===== config.mk =====
export PLATFORM = sky130hd
export DESIGN_NAME = column_shift_loader
export DESIGN_NICKNAME = d
export VERILOG_FILES = /design/src/rtl/colsr_pkg.sv /design/src/rtl/colsr_column.sv /design/src/rtl/column_shift_loader.sv
export SDC_FILE = /design/constraint.sdc
export NUM_CORES = 1
export LEC_CHECK = 0
export CAP_MARGIN = 20
export CORE_MARGIN = 3
export CORE_UTILIZATION = 49
export DETAILED_ROUTE_END_ITERATION = 6
export PLACE_DENSITY = 0.85
export SETUP_SLACK_MARGIN = 0.15
export SLEW_MARGIN = 20
export SYNTH_ARGS = -nofsm -noshare
export SYNTH_HDL_FRONTEND = slang
export SYNTH_SLANG_ARGS = --single-unit

===== constraint.sdc =====
create_clock -name clk -period 3.6 [get_ports clk]
set_input_delay 0.36 -clock clk [delete_from_list [all_inputs] [get_ports clk]]
set_output_delay 0.36 -clock clk [all_outputs]
set_load 0.05 [all_outputs]

===== src/rtl/colsr_pkg.sv =====
// Shared helpers for the column shift loader: column geometry functions and FSM state type.
// Geometry is a pure function of the multiplier width n.
package colsr_pkg;

  typedef enum logic {FILL, FULL} state_t;

  function automatic int col_count(input int n);
    return 2 * n - 1;
  endfunction

  function automatic int total_bits(input int n);
    return n * n;
  endfunction

  // Partial-product column heights rise 1..n then fall back to 1.
  function automatic int col_height(input int n, input int i);
    return ((i + 1) < (2 * n - 1 - i)) ? (i + 1) : (2 * n - 1 - i);
  endfunction

  function automatic int col_offset(input int n, input int i);
    int off;
    off = 0;
    for (int j = 0; j < i; j++) off += col_height(n, j);
    return off;
  endfunction

endpackage


===== src/rtl/colsr_column.sv =====
// Single partial-product column: H-bit shift register, newest bit at LSB, sync clear.
// Latency 1 cycle; no backpressure (shift_en is the only qualifier, clear wins).
module colsr_column #(
  parameter int H = 1
) (
  input  logic         clk,
  input  logic         rst_n,
  input  logic         clear,
  input  logic         shift_en,
  input  logic         din,
  output logic [H-1:0] col
);

  generate
    if (H == 1) begin : g_load
      always_ff @(posedge clk or negedge rst_n) begin
        if (!rst_n)        col <= '0;
        else if (clear)    col <= '0;
        else if (shift_en) col <= din;
      end
    end else begin : g_shift
      always_ff @(posedge clk or negedge rst_n) begin
        if (!rst_n)        col <= '0;
        else if (clear)    col <= '0;
        else if (shift_en) col <= {col[H-2:0], din};
      end
    end
  endgenerate

endmodule


===== src/rtl/column_shift_loader.sv =====
// Serial-to-column loader: N accepted beats fill 2N-1 columns, presented as one frame.
// Latency: out_valid rises the cycle after the N-th beat; in_ready low while a frame waits for out_ready.
// Optional COLSR_PARITY_EN adds a registered frame_parity output.
module column_shift_loader
  import colsr_pkg::*;
#(
  parameter  int N     = 13,
  localparam int COLS  = col_count(N),
  localparam int TOTAL = total_bits(N),
  localparam int CW    = $clog2(N + 1)
) (
  input  logic             clk,
  input  logic             rst_n,
  input  logic             clear,
  input  logic             in_valid,
  output logic             in_ready,
  input  logic [COLS-1:0]  src_bits,
  output logic             out_valid,
  input  logic             out_ready,
  output logic [TOTAL-1:0] cols_flat,
  output logic [CW-1:0]    beat_cnt
`ifdef COLSR_PARITY_EN
  ,
  output logic             frame_parity
`endif
);

  localparam logic [CW-1:0] LAST_BEAT = CW'(N - 1);

  state_t        state_q, state_d;
  logic [CW-1:0] beat_q;
  logic          shift_en;

  assign shift_en  = in_valid && (state_q == FILL);
  assign in_ready  = (state_q == FILL);
  assign out_valid = (state_q == FULL);
  assign beat_cnt  = beat_q;

  always_comb begin
    state_d = state_q;
    if (clear) begin
      state_d = FILL;
    end else begin
      case (state_q)
        FILL: if (in_valid && (beat_q == LAST_BEAT)) state_d = FULL;
        FULL: if (out_ready) state_d = FILL;
      endcase
    end
  end

  always_ff @(posedge clk or negedge rst_n) begin
    if (!rst_n) begin
      state_q <= FILL;
      beat_q  <= '0;
    end else begin
      state_q <= state_d;
      if (clear)                                beat_q <= '0;
      else if (shift_en)                        beat_q <= beat_q + CW'(1);
      else if ((state_q == FULL) && out_ready)  beat_q <= '0;
    end
  end

`ifdef COLSR_PARITY_EN
  logic [COLS-1:0] col_msb;
  logic            parity_q;
`endif

  for (genvar gi = 0; gi < COLS; gi++) begin : g_col
    localparam int H   = col_height(N, gi);
    localparam int OFF = col_offset(N, gi);

    colsr_column #(.H(H)) u_col (
      .clk      (clk),
      .rst_n    (rst_n),
      .clear    (clear),
      .shift_en (shift_en),
      .din      (src_bits[gi]),
      .col      (cols_flat[OFF+H-1:OFF])
    );

`ifdef COLSR_PARITY_EN
    assign col_msb[gi] = cols_flat[OFF+H-1];
`endif
  end

`ifdef COLSR_PARITY_EN
  // Each shift drops a column's MSB and adds its new LSB, so parity updates incrementally.
  always_ff @(posedge clk or negedge rst_n) begin
    if (!rst_n)        parity_q <= 1'b0;
    else if (clear)    parity_q <= 1'b0;
    else if (shift_en) parity_q <= parity_q ^ (^src_bits) ^ (^col_msb);
  end

  assign frame_parity = parity_q;
`endif

endmodule


==> out/metrics.yaml, run 1 <==
min_period_over_period_pct: 60.8
yosys.area_share.adder_pct: 0.401
vias: 4481
finalSetupTns_ns: 0
tritoncts: "yes"
cts_max_path_buffers: 2
initialDrtViolationCount: 358
fp.dieW_um: 119
pre_cts_slack_ns: 1.34
ir_drop_uv: 244
coreArea_um2: 12200
clock_skew_ns: 0.00627
worst_slack_ns: 1.41
path_cells: "inv_1 > clkdlybuf4s50_1"
yosysMostFrequentCell: "dfrtp_1"
grt-ovfl-total: 0
ys_types: 22
yosys-top-cells-area: "dfrtp_1 70%, a22o_1 24%, buf_2 1.6%, buf_4 1.4%, ha_1 0.40%"
insertion_delay_ns: 0.41
fin_nets: 633
synth-simple-area-share_pct: 1.42
ys_async_sr_fraction_pct: 100
htree_levels: 4
synth_seq_cells: 174
leakagePower_uw: 0.00407
postSynthAreaPerCell_um2: 15.2
routed_wl_um: 15100
final_util_pct: 73.7
fin_area_um2: 9000
ioPinCount: 205
power.density_nw_per_um2: 480
synth.area.mux_share_pct: 0
grt_pass1_wl_um: 24200
synth_top_area_share_pct: 69.7
cp.arrival_ns: 1.83
drive_gt1_share_pct: 6.68
drv_cap: 0
endpoint_kind: "output pin"
synth_top_area_cell: "dfrtp_1"
cts-root-buf: "clkbuf_16"
ys.flop_type: "dfrtp_1"
placed_cell_area_um2: 8350
ys_seq_area_share_pct: 69.7
syn_inst: 412
clock.fmax_ghz: 0.457
grt_pass1_vias: 4404
finalHoldViolations: 0
gp_congestion: 0.821
syn_nets: 444
fp.dieH_um: 119
num_antenna_cells: 0
dr.pass1.iters: 5
cp_max_fo: 9
clk_transition_reported_paths_ns: 0.06
antenna_found_initial: 0
cp.depth: 2
rsz0062_at_grt: "false"
via_per_inst: 5.73
grt_start_max_net_pins: 170
netlist_top_cells_count: "174 x dfrtp_1, 169 x a22o_1, 20 x buf_2"
hold_depth: 1
period_minus_slack_ns: 2.19
slew_headroom_pct: 49.0
syn_to_final_growth_pct: 44.1
cp_num_buf_inv: 2
start_util_pct: 51.1
routedWlPerCell_um: 19.3
synth_enable_flop_cells: 0
post-cts-setup-buffers: 0
required_ns: 3.24
port_buffers: 204
cp_top_family: "buffers and inverters"
ys_warn_count: 0
synth_xor_area_share_pct: 0
cts_buffers: 17
worst_pin_slew_ns: 0.765
die_area_um2: 14100
clock_sinks: 174
status: "complete, no violations"
path_class: "register to output pin"
critPathMaxStageDelay_ns: 0.80
setup_viol_count_final: 0
synth_area_um2: 6240
slowest_stage: "clkdlybuf4s50_1"
synth-compound-area-share_pct: 24.5
synth_top_family_by_area: "compound AO/OA/AOI/OAI gates"
row_count: 40
drc: 0
worst_r2r_path_depth: 4
place_hpwl_um: 9830
worstSetupStartpointType: "register"
grt_usage_pct: 21.4
slew_violations: 0
hp-class: "register to register"
drtAntennaViolNets: 0
## worst reg2reg max path, delay by kind of cell, from the launching register on
family,cells,cell delay [ns]
and+or+nand+nor,2,0.43
buffers and inverters,1,0.49
DFF,1,0.49
AOI/OAI and AO/OA,1,0.37
## where the power goes
group / switching (uW) / total, uW / internal, uW
Clock: 742 / 1940 / 1200
Sequential: 28.7 / 2020 / 1990
Combinational: 241 / 357 / 116
## metal layers
layer	part of all wire, %	track usage (%)	up-vias
met3	7.5	7.79	18
met1	43	28.3	2330
li1	-	-	1968
met2	48	33.4	165
met4	1.4	6.88	0
met5	0	0	-
## per-stage QoR
stage / hold WS, ns / total power, uW / instances
after floorplan: 0.0644 / 2260 / 412
after global placement: 0.401 / 2400 / 749
after detailed placement: 0.414 / 2410 / 749
after CTS: 0.509 / 4350 / 782
after global routing: 0.514 / 4460 / 782
final: 0.508 / 4320 / 782
## cell usage in the layout, fill, tap and decap left out, drive strengths merged
cell           instances
inv                    5
clkinvlp               4
clkdlybuf4s50        203
buf                    6
dlygate4sd3            1
o21ai                  2
ha                     2
a211oi                 1
nand4                  1
or4                    1
nor2b                  3
nand2b                 1
dfrtp                174
clkbuf                19
bufinv                 4
nand2                  1
nand3                  2
a21oi                  3
a22o                 169
clkinv                 3
a41oi                  1
nor2                   7
o311ai                 1
## cells by family after synthesis
family,after synthesis
AOI/OAI and AO/OA,177
adders and majority gates,2
buffers and inverters,43
DFF,174
and+or+nand+nor,16
## registers in the layout (all words and copies together) (netlist names)
signal and cells:
beat_cnt 4, g_col.u_col.col 169, out_valid 1
## path summary, 6_finish.rpt
kind	from	to	slack (ns)
worst min-delay path	g_col[22].u_col.col[2]	g_col[22].u_col.col[2]	0.51
worst min register to register	g_col[22].u_col.col[2]	g_col[22].u_col.col[2]	0.51
worst max-delay path	out_valid	in_ready	1.41
max in group asynchronous	rst_n	g_col[11].u_col.col[4]	2.19
worst max register to register	out_valid	g_col[7].u_col.col[2]	1.76
min in group asynchronous	rst_n	g_col[14].u_col.col[1]	0.52
## layout make-up
cell class,count,area (um2)
fillers,784,3210
well taps,168,210
repair buffers,210,2130
clock inverters,13,186
clock buffers,19,453
inverters,3,11.3
flip-flops and latches,174,4350
multi-input cells,195,1660
## timing repair
item                      CTS  global route
hold buffers                1             0
gates resized for setup     0             0
hold endpoints to repair   72             0
No activity file was read; power rests on OpenSTA's default activity.
==> run 2, diff against run 1 <==
--- a/config.mk
+++ b/config.mk
@@ -7,9 +7,9 @@
 export LEC_CHECK = 0
 export CAP_MARGIN = 20
 export CORE_MARGIN = 3
-export CORE_UTILIZATION = 49
+export CORE_UTILIZATION = 41
 export DETAILED_ROUTE_END_ITERATION = 6
-export PLACE_DENSITY = 0.85
+export PLACE_DENSITY = 0.76
 export SETUP_SLACK_MARGIN = 0.15
 export SLEW_MARGIN = 20
 export SYNTH_ARGS = -nofsm -noshare
==> constraint.sdc (replaced) <==
create_clock -name clk -period 2 [get_ports clk]
set_input_delay 0.2 -clock clk [delete_from_list [all_inputs] [get_ports clk]]
set_output_delay 0.2 -clock clk [all_outputs]
set_load 0.05 [all_outputs]
==> out/metrics.yaml, run 2 (synthesis gave the netlist of run 1 again) <==
dp_cells: 770  # was 749
routed_wl_um: 15700  # was 15100 um
final_cell_mix: "174 x dfrtp_1, 169 x a22o_1, 101 x dlymetal6s2s_1"  # was 203 x clkdlybuf4s50_1, 174 x dfrtp_1, 169 x a22o_1
worst_pin_slew_ns: 0.579  # was 0.765 ns
finalHoldViolations: 0  # unchanged
final_common_cell: "dfrtp_1"  # was clkdlybuf4s50_1
drtAntennaViolNets: 0  # unchanged
insertion_delay_ns: 0.41  # about the same
worst_slack_ns: 0.185  # was 1.41 ns
port_buffers: 204  # unchanged
hp-class: "input port to asynchronous set/reset pin"  # was register to register
row_count: 44  # was 40
nFillCells: 1085  # was 784
drc: 0  # unchanged
htree_levels: 4  # unchanged
via_per_inst: 5.53  # was 5.73
vias: 4429  # was 4481
grt-ovfl-total: 0  # unchanged
rsz0062_at_grt: "false"  # unchanged
grt_pass1_wl_um: 25000  # was 24200 um
critPathMaxStageDelay_ns: 0.82  # was 0.80 ns
grt_usage_pct: 18.8  # was 21.4%
required_ns: 1.80  # was 3.24 ns
endpoint_kind: "output pin"  # unchanged
gp_congestion: 0.830  # was 0.821
status: "complete, no violations"  # unchanged
num_antenna_cells: 0  # unchanged
final_util_pct: 63.0  # was 73.7%
clock.fmax_ghz: 0.551
cts-root-buf: "clkbuf_16"  # unchanged
cp_max_fo: 3  # was 9
finalSetupTns_ns: 0  # unchanged
drv_cap: 0  # unchanged
largest_reg_flops: 169  # unchanged
dr.pass1.iters: 5  # unchanged
die_area_um2: 16700  # was 14100 um2
ir_drop_uv: 581  # was 244 uV
cp.arrival_ns: 1.61  # was 1.83 ns
period_minus_slack_ns: 1.81
clock_sinks: 174  # unchanged
path_cells: "clkdlybuf4s50_1"  # was inv_1 > clkdlybuf4s50_1
fp.dieH_um: 129  # was 119 um
regMostFlops: "g_col.u_col.col"  # unchanged
setup_viol_count_final: 0  # unchanged
grt_pass1_vias: 4560  # was 4404
initialDrtViolationCount: 264  # was 358
clk_transition_reported_paths_ns: 0.06  # about the same
syn_to_final_growth_pct: 48.3  # was 44.1%
finalNonFillerCells: 801  # was 782
slew_violations: 0  # unchanged
drive_gt1_share_pct: 6.97  # was 6.68%
timing.reg2reg.setup_slack_ns: 0.41  # was 1.76 ns
tritoncts: "yes"  # unchanged
pre_cts_slack_ns: 0.128  # was 1.34 ns
leakagePower_uw: 0.00608  # was 0.00407 uW
fp.dieW_um: 129  # was 119 um
slew_headroom_pct: 61.3  # was 49.0%
cts_buffers: 17  # unchanged
fin_nets: 638  # was 633
start_util_pct: 42.5  # was 51.1%
coreArea_um2: 14700  # was 12200 um2
clock_skew_ns: 0.00992  # was 0.00627 ns
cp_num_buf_inv: 1  # was 2
slowest_stage: "clkdlybuf4s50_1"  # unchanged
place_hpwl_um: 10200  # was 9830 um
power.density_nw_per_um2: 806  # was 480 nW/um2
ioPinCount: 205  # unchanged
power_uw: 7460  # was 4320 uW
grt_start_max_net_pins: 67  # was 170
min_period_over_period_pct: 90.7
cts_max_path_buffers: 2  # unchanged
cp_top_family: "buffers and inverters"  # unchanged
path_class: "register to output pin"  # unchanged
antenna_found_initial: 0  # unchanged
worstSetupStartpointType: "register"  # unchanged
routedWlPerCell_um: 19.5  # was 19.3 um
run 2: cell types whose count changed in the layout (fill, tap and decap cells not counted), moves of 2 or more:
cell             change
clkinv_4             +2
bufinv_16            -2
clkdlybuf4s50_1    -139
buf_12               +5
dlymetal6s2s_1     +101
clkinvlp_4           -2
dlygate4sd2_1       +38
inv_6                -2
run 2: where the power goes:
part	switching (uW)	internal (uW)
Clock	1280	1890
Combinational	444	216
Sequential	50.7	3580
Total	1780	5680
run 2: per-layer routing:
layer	track usage [%]	routed length, um	up-vias	part of all wire, %
li1	-	-	1968	-
met1	25.5	6890	2287	44
met2	28.3	7290	150	47
met3	6.55	1160	24	7.4
met4	6.78	304	0	1.9
met5	0	0	-	0
run 2: repair_timing:
item | 4_1_cts | 5_1_grt
hold endpoints to repair | 41 | 0
hold buffers | 1 | 0
setup buffers | 0 | 0
setup endpoints to repair | 38 | 101
gates cloned | 0 | 0
gates resized for setup | 38 | 101
run 2: layout make-up:
type	count	area, um2	share of cell area [%]
Timing Repair Buffer	215	2430	26.3
Multi-Input combinational cell	195	1660	17.9
Sequential cell	174	4350	47.0
Tap cell	184	230	2.49
Clock inverter	10	116	1.26
Inverter	3	11.3	0.122
Clock buffer	20	457	4.93
run 2: final timing paths:
check,to,from,depth (start not counted)
worst max-delay path,cols_flat[34],g_col[7].u_col.col[6],1
worst min-delay path,g_col[12].u_col.col[5],rst_n,2
worst max register to register,g_col[19].u_col.col[0],out_valid,4
worst min register to register,g_col[16].u_col.col[8],g_col[16].u_col.col[8],1
max in group asynchronous,g_col[1].u_col.col[1],rst_n,3
min in group clk,g_col[24].u_col.col,src_bits[24],2
run 2: stage by stage:
| stage | area, um2 | hold WS [ns] |
|---|---|---|
| floorplan | 6240 | -0.0956 |
| global placement | 8470 | 0.154 |
| detailed placement | 8470 | 0.162 |
| CTS | 9010 | 0.285 |
| global route | 9260 | 0.313 |
| finish | 9260 | 0.280 |
